File: src/rtl/dmem_arbiter_pkg.sv
// Shared pipeline definitions for the data-memory arbiter: widths, owner and
// read-return state encodings, and the default starvation limit.
package dmem_arbiter_pkg;

    localparam int DATA_W               = 32;
    localparam int ADDR_W               = 32;
    localparam int CNT_W                = 4;
    localparam int STARVE_LIMIT_DEFAULT = 4;

    typedef enum logic [1:0] {
        OWNER_NONE = 2'd0,
        OWNER_CPU  = 2'd1,
        OWNER_EXT  = 2'd2
    } owner_e;

    typedef enum logic [1:0] {
        RD_IDLE = 2'd0,
        RD_CPU  = 2'd1,
        RD_EXT  = 2'd2
    } rd_state_e;

    // Read-return state implied by the owner granted this cycle and its write strobe.
    function automatic rd_state_e rd_state_for(input owner_e owner, input logic cpu_we,
                                               input logic ext_we);
        rd_state_e st;
        st = RD_IDLE;
        if (owner == OWNER_CPU && !cpu_we) begin
            st = RD_CPU;
        end else if (owner == OWNER_EXT && !ext_we) begin
            st = RD_EXT;
        end
        return st;
    endfunction

endpackage

File: src/rtl/dmem_arbiter.sv
// Single-port data-memory arbiter between the cpu memory stage and an external
// (debug/DMA) port, with cpu priority, ext starvation protection and 1-cycle read return.
module dmem_arbiter
    import dmem_arbiter_pkg::*;
#(
    parameter int STARVE_LIMIT = STARVE_LIMIT_DEFAULT  // legal range 1..15
) (
    input  logic              clk,
    input  logic              rst,

    input  logic              cpu_req,
    input  logic              cpu_we,
    input  logic [ADDR_W-1:0] cpu_addr,
    input  logic [DATA_W-1:0] cpu_wdata,
    output logic              cpu_stall,
    output logic              cpu_rvalid,
    output logic [DATA_W-1:0] cpu_rdata,

    input  logic              ext_req,
    input  logic              ext_we,
    input  logic [ADDR_W-1:0] ext_addr,
    input  logic [DATA_W-1:0] ext_wdata,
    output logic              ext_grant,
    output logic              ext_rvalid,
    output logic [DATA_W-1:0] ext_rdata,

    output logic [ADDR_W-1:0] mem_idx,
    output logic [DATA_W-1:0] mem_write_data,
    output logic              mem_write_enable,
    input  logic [DATA_W-1:0] mem_read_data,

    output rd_state_e         dbg_state,
    output logic [CNT_W-1:0]  dbg_starve_cnt
);

    // Handshake: a request is accepted exactly in the cycle its grant is high
    // (cpu: cpu_req && !cpu_stall, ext: ext_grant); the requester holds its
    // fields until then and nothing is latched here. Read data comes back one
    // cycle after acceptance, flagged by the matching rvalid.

    owner_e          grant_owner;
    logic            starve_at_limit;

    logic [CNT_W-1:0] starve_cnt_q, starve_cnt_d;
    rd_state_e        state_q, state_d;
    logic             cpu_rvalid_q, cpu_rvalid_d;
    logic             ext_rvalid_q, ext_rvalid_d;

    assign starve_at_limit = (starve_cnt_q == CNT_W'(STARVE_LIMIT));

    always_comb begin
        grant_owner = OWNER_NONE;
        if (!rst) begin
            if (cpu_req && !(ext_req && starve_at_limit)) begin
                grant_owner = OWNER_CPU;
            end else if (ext_req) begin
                grant_owner = OWNER_EXT;
            end
        end
    end

    assign cpu_stall = cpu_req && (grant_owner != OWNER_CPU);
    assign ext_grant = (grant_owner == OWNER_EXT);

    always_comb begin
        mem_idx          = '0;
        mem_write_data   = '0;
        mem_write_enable = 1'b0;
        case (grant_owner)
            OWNER_CPU: begin
                mem_idx          = cpu_addr;
                mem_write_data   = cpu_wdata;
                mem_write_enable = cpu_we;
            end
            OWNER_EXT: begin
                mem_idx          = ext_addr;
                mem_write_data   = ext_wdata;
                mem_write_enable = ext_we;
            end
            default: begin
                mem_idx          = '0;
                mem_write_data   = '0;
                mem_write_enable = 1'b0;
            end
        endcase
    end

    // Counts cycles ext waits while blocked; saturates so ext wins the next tie.
    always_comb begin
        starve_cnt_d = starve_cnt_q;
        if (!ext_req || ext_grant) begin
            starve_cnt_d = '0;
        end else if (!starve_at_limit) begin
            starve_cnt_d = starve_cnt_q + CNT_W'(1);
        end
    end

    always_comb begin
        state_d      = rd_state_for(grant_owner, cpu_we, ext_we);
        cpu_rvalid_d = (state_d == RD_CPU);
        ext_rvalid_d = (state_d == RD_EXT);
    end

    always_ff @(posedge clk) begin
        if (rst) begin
            state_q      <= RD_IDLE;
            starve_cnt_q <= '0;
            cpu_rvalid_q <= 1'b0;
            ext_rvalid_q <= 1'b0;
        end else begin
            state_q      <= state_d;
            starve_cnt_q <= starve_cnt_d;
            cpu_rvalid_q <= cpu_rvalid_d;
            ext_rvalid_q <= ext_rvalid_d;
        end
    end

    // A read in flight when rst rises is dropped immediately, not one cycle later.
    assign cpu_rvalid = cpu_rvalid_q && !rst;
    assign ext_rvalid = ext_rvalid_q && !rst;
    assign cpu_rdata  = cpu_rvalid ? mem_read_data : '0;
    assign ext_rdata  = ext_rvalid ? mem_read_data : '0;

    assign dbg_state      = state_q;
    assign dbg_starve_cnt = starve_cnt_q;

endmodule

File: config.mk
export PLATFORM = sky130hd
export DESIGN_NAME = dmem_arbiter
export DESIGN_NICKNAME = d
export VERILOG_FILES = /design/src/rtl/dmem_arbiter_pkg.sv /design/src/rtl/dmem_arbiter.sv
export SDC_FILE = /design/constraint.sdc
export NUM_CORES = 1
export LEC_CHECK = 0
export ABC_AREA = 0
export CORE_AREA = 4 4 117 119
export CTS_CLUSTER_DIAMETER = 50
export CTS_CLUSTER_SIZE = 12
export DETAILED_ROUTE_END_ITERATION = 10
export DIE_AREA = 0 0 121 123
export SYNTH_ARGS = -nofsm -noshare
export SYNTH_HDL_FRONTEND = slang
export SYNTH_SLANG_ARGS = --single-unit
File: constraint.sdc
create_clock -name clk -period 2.48 [get_ports clk]
set_input_delay 0.62 -clock clk [delete_from_list [all_inputs] [get_ports clk]]
set_output_delay 0.62 -clock clk [all_outputs]
set_load 0.005 [all_outputs]
; Word level (Yosys, flattened, before mapping)
; Cells that the tools add are included.
; Widths: inputs -> output; s select.
[word_totals]
reg_bits = 8
inputBits = 166
output_inout_bits = 139
elab_cells = 35
[classes]
addsub = 1
eq_ne = 6
mux = 10
n_reduce_logical = 14
[ops]
columns = cell, count
row1 = $pmux 32 s2, 2
row2 = $mux 32, 2
row3 = $mux 2, 5
row4 = $logic_and 1x1->1, 7
row5 = $logic_not 1->1, 5
row6 = $add 4x1->4 const B, 1
row7 = $eq 2x1->1 const B, 2
row8 = $eq 2x2->1 const B, 2
row9 = $eq 4x3->1 const B, 1
row10 = $ne 2x1->1 const B, 1
row11 = $pmux 1 s2, 1
row12 = $reduce_or 2->1, 1
row13 = $logic_or 1x1->1, 1

; Longest topological paths before layout
[depth]
word_depth = 11
ltp_mapped = 10

; Least setup slack after synthesis
; No wires, ideal clock.
[synth_path]
path_type = flip-flop to output port
startpoint = reg starve_cnt_q[0], in the netlist dbg_starve_cnt[0]
endpoint = out mem_idx[10]
t_arrival_ps = 1835
setup_slack_ps = 25
path_stages_with_launch = 10
path_buffers = 2
cell_sequence = dfxtp_1 inv_1 ha_1 and3b_1 nand2_1 and3b_1 ha_1 buf_2 buf_1 nor2_1
[synth_via]
elab_chain_len = 8
elab_cells_between_ends = 9
[synth_rtl]
columns = element, line_no
row1 = from (decl), dmem_arbiter.sv:44  ; logic [CNT_W-1:0] starve_cnt_q, starve_cnt_d;
row2 = from (signal assigned), dmem_arbiter.sv:112  ; starve_cnt_q <= starve_cnt_d;
row3 = $eq 4x3->1 *, dmem_arbiter.sv:49  ; assign starve_at_limit = (starve_cnt_q == CNT_W'(STARVE_LIMIT));
row4 = $logic_and 1x1->1 *, dmem_arbiter.sv:54  ; if (cpu_req && !(ext_req && starve_at_limit)) begin
row5 = $logic_not 1->1 *, dmem_arbiter.sv:54
row6 = $logic_and 1x1->1 *, dmem_arbiter.sv:54
row7 = $mux 2 *, dmem_arbiter.sv:54
row8 = $mux 2 *, dmem_arbiter.sv:53  ; if (!rst) begin
row9 = $eq 2x2->1 or $eq 2x1->1 (tied branches), dmem_arbiter.sv:69  ; case (grant_owner)
row10 = $pmux 32 s2 *, dmem_arbiter.sv:69
row11 = to (decl), dmem_arbiter.sv:27  ; output logic [ADDR_W-1:0] mem_idx,
; Every way passes the cells marked *; elsewhere a longest branch is shown, timed or not.

; Final worst setup path
[layout_path]
startpoint = reg starve_cnt_q[0], in the netlist dbg_starve_cnt[0]
endpoint = out mem_idx[2]
; Same word-level chain as after synthesis.

==> flow_summary.json <==
{
  "wirelength_mm": 15.0,
  "diodes": 0,
  "reg2reg_depth": 11,
  "grt_pass1_wl_mm": 20.8,
  "tightest_slew_ns": 0.214,
  "synth-edff-count": 0,
  "place_area_um2": 5040,
  "finalCritPeriodShare": 1.12,
  "static-leakage-power_nw": 2.71,
  "cts_buffers": 3,
  "grt_max_degree": 34,
  "final_core_util": 0.476,
  "dr.first_iter.drc_count": 85,
  "first_pass_iters": 4,
  "fin_area_um2": 5980,
  "root_buffer": "clkbuf_16",
  "viasPerCell": 4.31,
  "post_drt_wl_per_cell_um": 19.1,
  "violations": "setup timing",
  "cp-startpoint": "dbg_starve_cnt[0]",
  "fin_ws_ns": -0.290,
  "cp-endpoint": "mem_idx[2]",
  "yosysSeqAreaShare": 0.0845,
  "dpl.cell_count": 731,
  "fin_skew_ns": 0.00229,
  "clk_pin_slew_ns": 0.04,
  "crit_fanout": 6,
  "ys_warn_count": 0,
  "setup_viol": 66,
  "hold_viol_final": 0,
  "cts_tree": "built",
  "grt_overflow_total": 0,
  "grt_pass1_vias": 3740,
  "worstPathArrival_ns": 2.15,
  "core_um2": 12600,
  "fillers": 1278,
  "final_common_cell": "clkdlybuf4s50_1",
  "row_count": 41,
  "hp-class": "flip-flop to flip-flop",
  "drive_gt1_frac": 0.385,
  "final_cells": 785,
  "start_util": 0.132,
  "synthArstFlopShare": 0,
  "track_usage": 0.182,
  "dieArea_um2": 14900,
  "startpoint_type": "flip-flop",
  "rsz0062_at_grt": "true",
  "final_cell_mix": "168 x clkdlybuf4s50_1, 68 x nor2_1, 67 x buf_2",
  "power_density_nw_per_um2": 191,
  "fin_crit_ns": 2.77,
  "synth_cell_types": 24,
  "cts_buffer_depth": 2,
  "ios": 305,
  "drc": 0,
  "ir_worst_vdd_mv": 0.185,
  "io_buffers": 304,
  "netlist_instances": 263,
  "cts.sinks": 7,
  "ys_dominant_reg_cell": "dfxtp_1",
  "tns_ns": -13.84,
  "reg2reg_to": "dbg_state[1]",
  "multi_input_area_um2": 1770,
  "cap_violations": 0,
  "place_congestion": 0.837,
  "max_slew_margin": 0.855,
  "hold_slack_ns": 0.617,
  "dp_hpwl_mm": 10.0,
  "via_count": 3383,
  "worstSetupEndpointType": "output port",
  "r2r-start": "dbg_starve_cnt[0]",
  "status": "complete, but fails checks",
  "dp_slack_ns": -0.839,
  "area.sequential_um2": 143,
  "ys_ff_latch": 7,
  "worstSetupPathType": "flip-flop to output port",
  "htree_levels": 1,
  "crit_required_ns": 1.86,
  "syn_area_um2": 1660,
  "area_growth_pct": 261,
  "drtAntennaViolNets": 0,
  "grt_antenna_before_repair": 0,
  "die_y_um": 123,
  "fmax_mhz": 361,
  "rrSetupSlack_ns": 0.43,
  "clkLatencyLatePin_ns": 0.23,
  "layout.nets": 785,
  "die_w_um": 121,
  "slew_violations": 0,
  "finalPower_mw": 1.14,
  "syn_avg_cell_area_um2": 6.30,
  "synthesis.nets": 434
}
-- critical path: stages (launching register included) --
cell and delay (ns):
dfxtp_2 0.32, inv_2 0.07, ha_4 0.14, and3b_2 0.20, nand2_2 0.05, and3b_2 0.21, ha_4 0.19, buf_12 0.15
buf_12 0.13, buf_16 0.13, a22oi_2 0.13, nor2_1 0.06, buf_2 0.12
-- metal layers --
metal | GRT usage | part of all wire
met1 | 0.182 | 0.35
met2 | 0.377 | 0.56
met3 | 0.0412 | 0.075
met4 | 0.0390 | 0.014
met5 | 0 | 0
-- cell usage after synthesis, types with 3 or more instances --
cell type,number,share of area
and2_1,64,0.24
nor2_1,68,0.15
dfxtp_1,7,0.085
buf_1,5,0.011
a22oi_1,65,0.29
ha_1,5,0.038
nor2b_1,4,0.015
clkbuf_2,4,0.012
nand2_1,3,0.0068
inv_1,3,0.0068
clkbuf_1,3,0.0068
buf_2,15,0.045
-- flip-flops by register name, indices dropped and copies added, names as in the netlist --
name / flops
dbg_starve_cnt: 4
dbg_state: 2
cpu_rvalid_q: 1
-- timing repair --
item / in CTS / in global routing
cloned: 18 / 4
endpoints found under the setup margin: 133 / 96
hold buffers: 0 / 0
gates resized for setup: 466 / 19
setup buffers: 30 / 4
pin swaps: 50 / 46
-- worst min path at each step --
stage / start / to / slack (ns) / cells past startpoint
after floorplan: dbg_starve_cnt[1] / dbg_starve_cnt[1] / 0.50 / 2
after global placement: dbg_starve_cnt[1] / dbg_starve_cnt[1] / 0.59 / 3
after detailed placement: dbg_starve_cnt[1] / dbg_starve_cnt[1] / 0.61 / 3
after CTS: dbg_starve_cnt[1] / dbg_starve_cnt[1] / 0.62 / 3
after global routing: dbg_starve_cnt[1] / dbg_starve_cnt[1] / 0.64 / 3
final: dbg_starve_cnt[1] / dbg_starve_cnt[1] / 0.62 / 3
-- cell families after synthesis --
logic type	count (synthesis)	share of synthesized area
simple gates	149	0.465
compound gates	68	0.309
buf+inv	31	0.0868
flops	7	0.0845
fa+ha+maj	5	0.0377
xor+xnor	2	0.0106
mux	1	0.00604
-- report_power, final --
group | leakage [nW] | switching [mW] | internal [mW]
logic | 2.61 | 0.264 | 0.480
registers | 0.0576 | 0.00156 | 0.116
clock network | 0.0382 | 0.0643 | 0.214
-- area by class of cell --
cell class | instances | share of cell area
timing repair buffer | 374 | 0.630
multi-input combinational | 225 | 0.295
tap | 172 | 0.0360
sequential | 7 | 0.0238
clock buffer | 4 | 0.0132
inverter | 3 | 0.00188
Note: power is estimated with default switching activity, not from simulation.
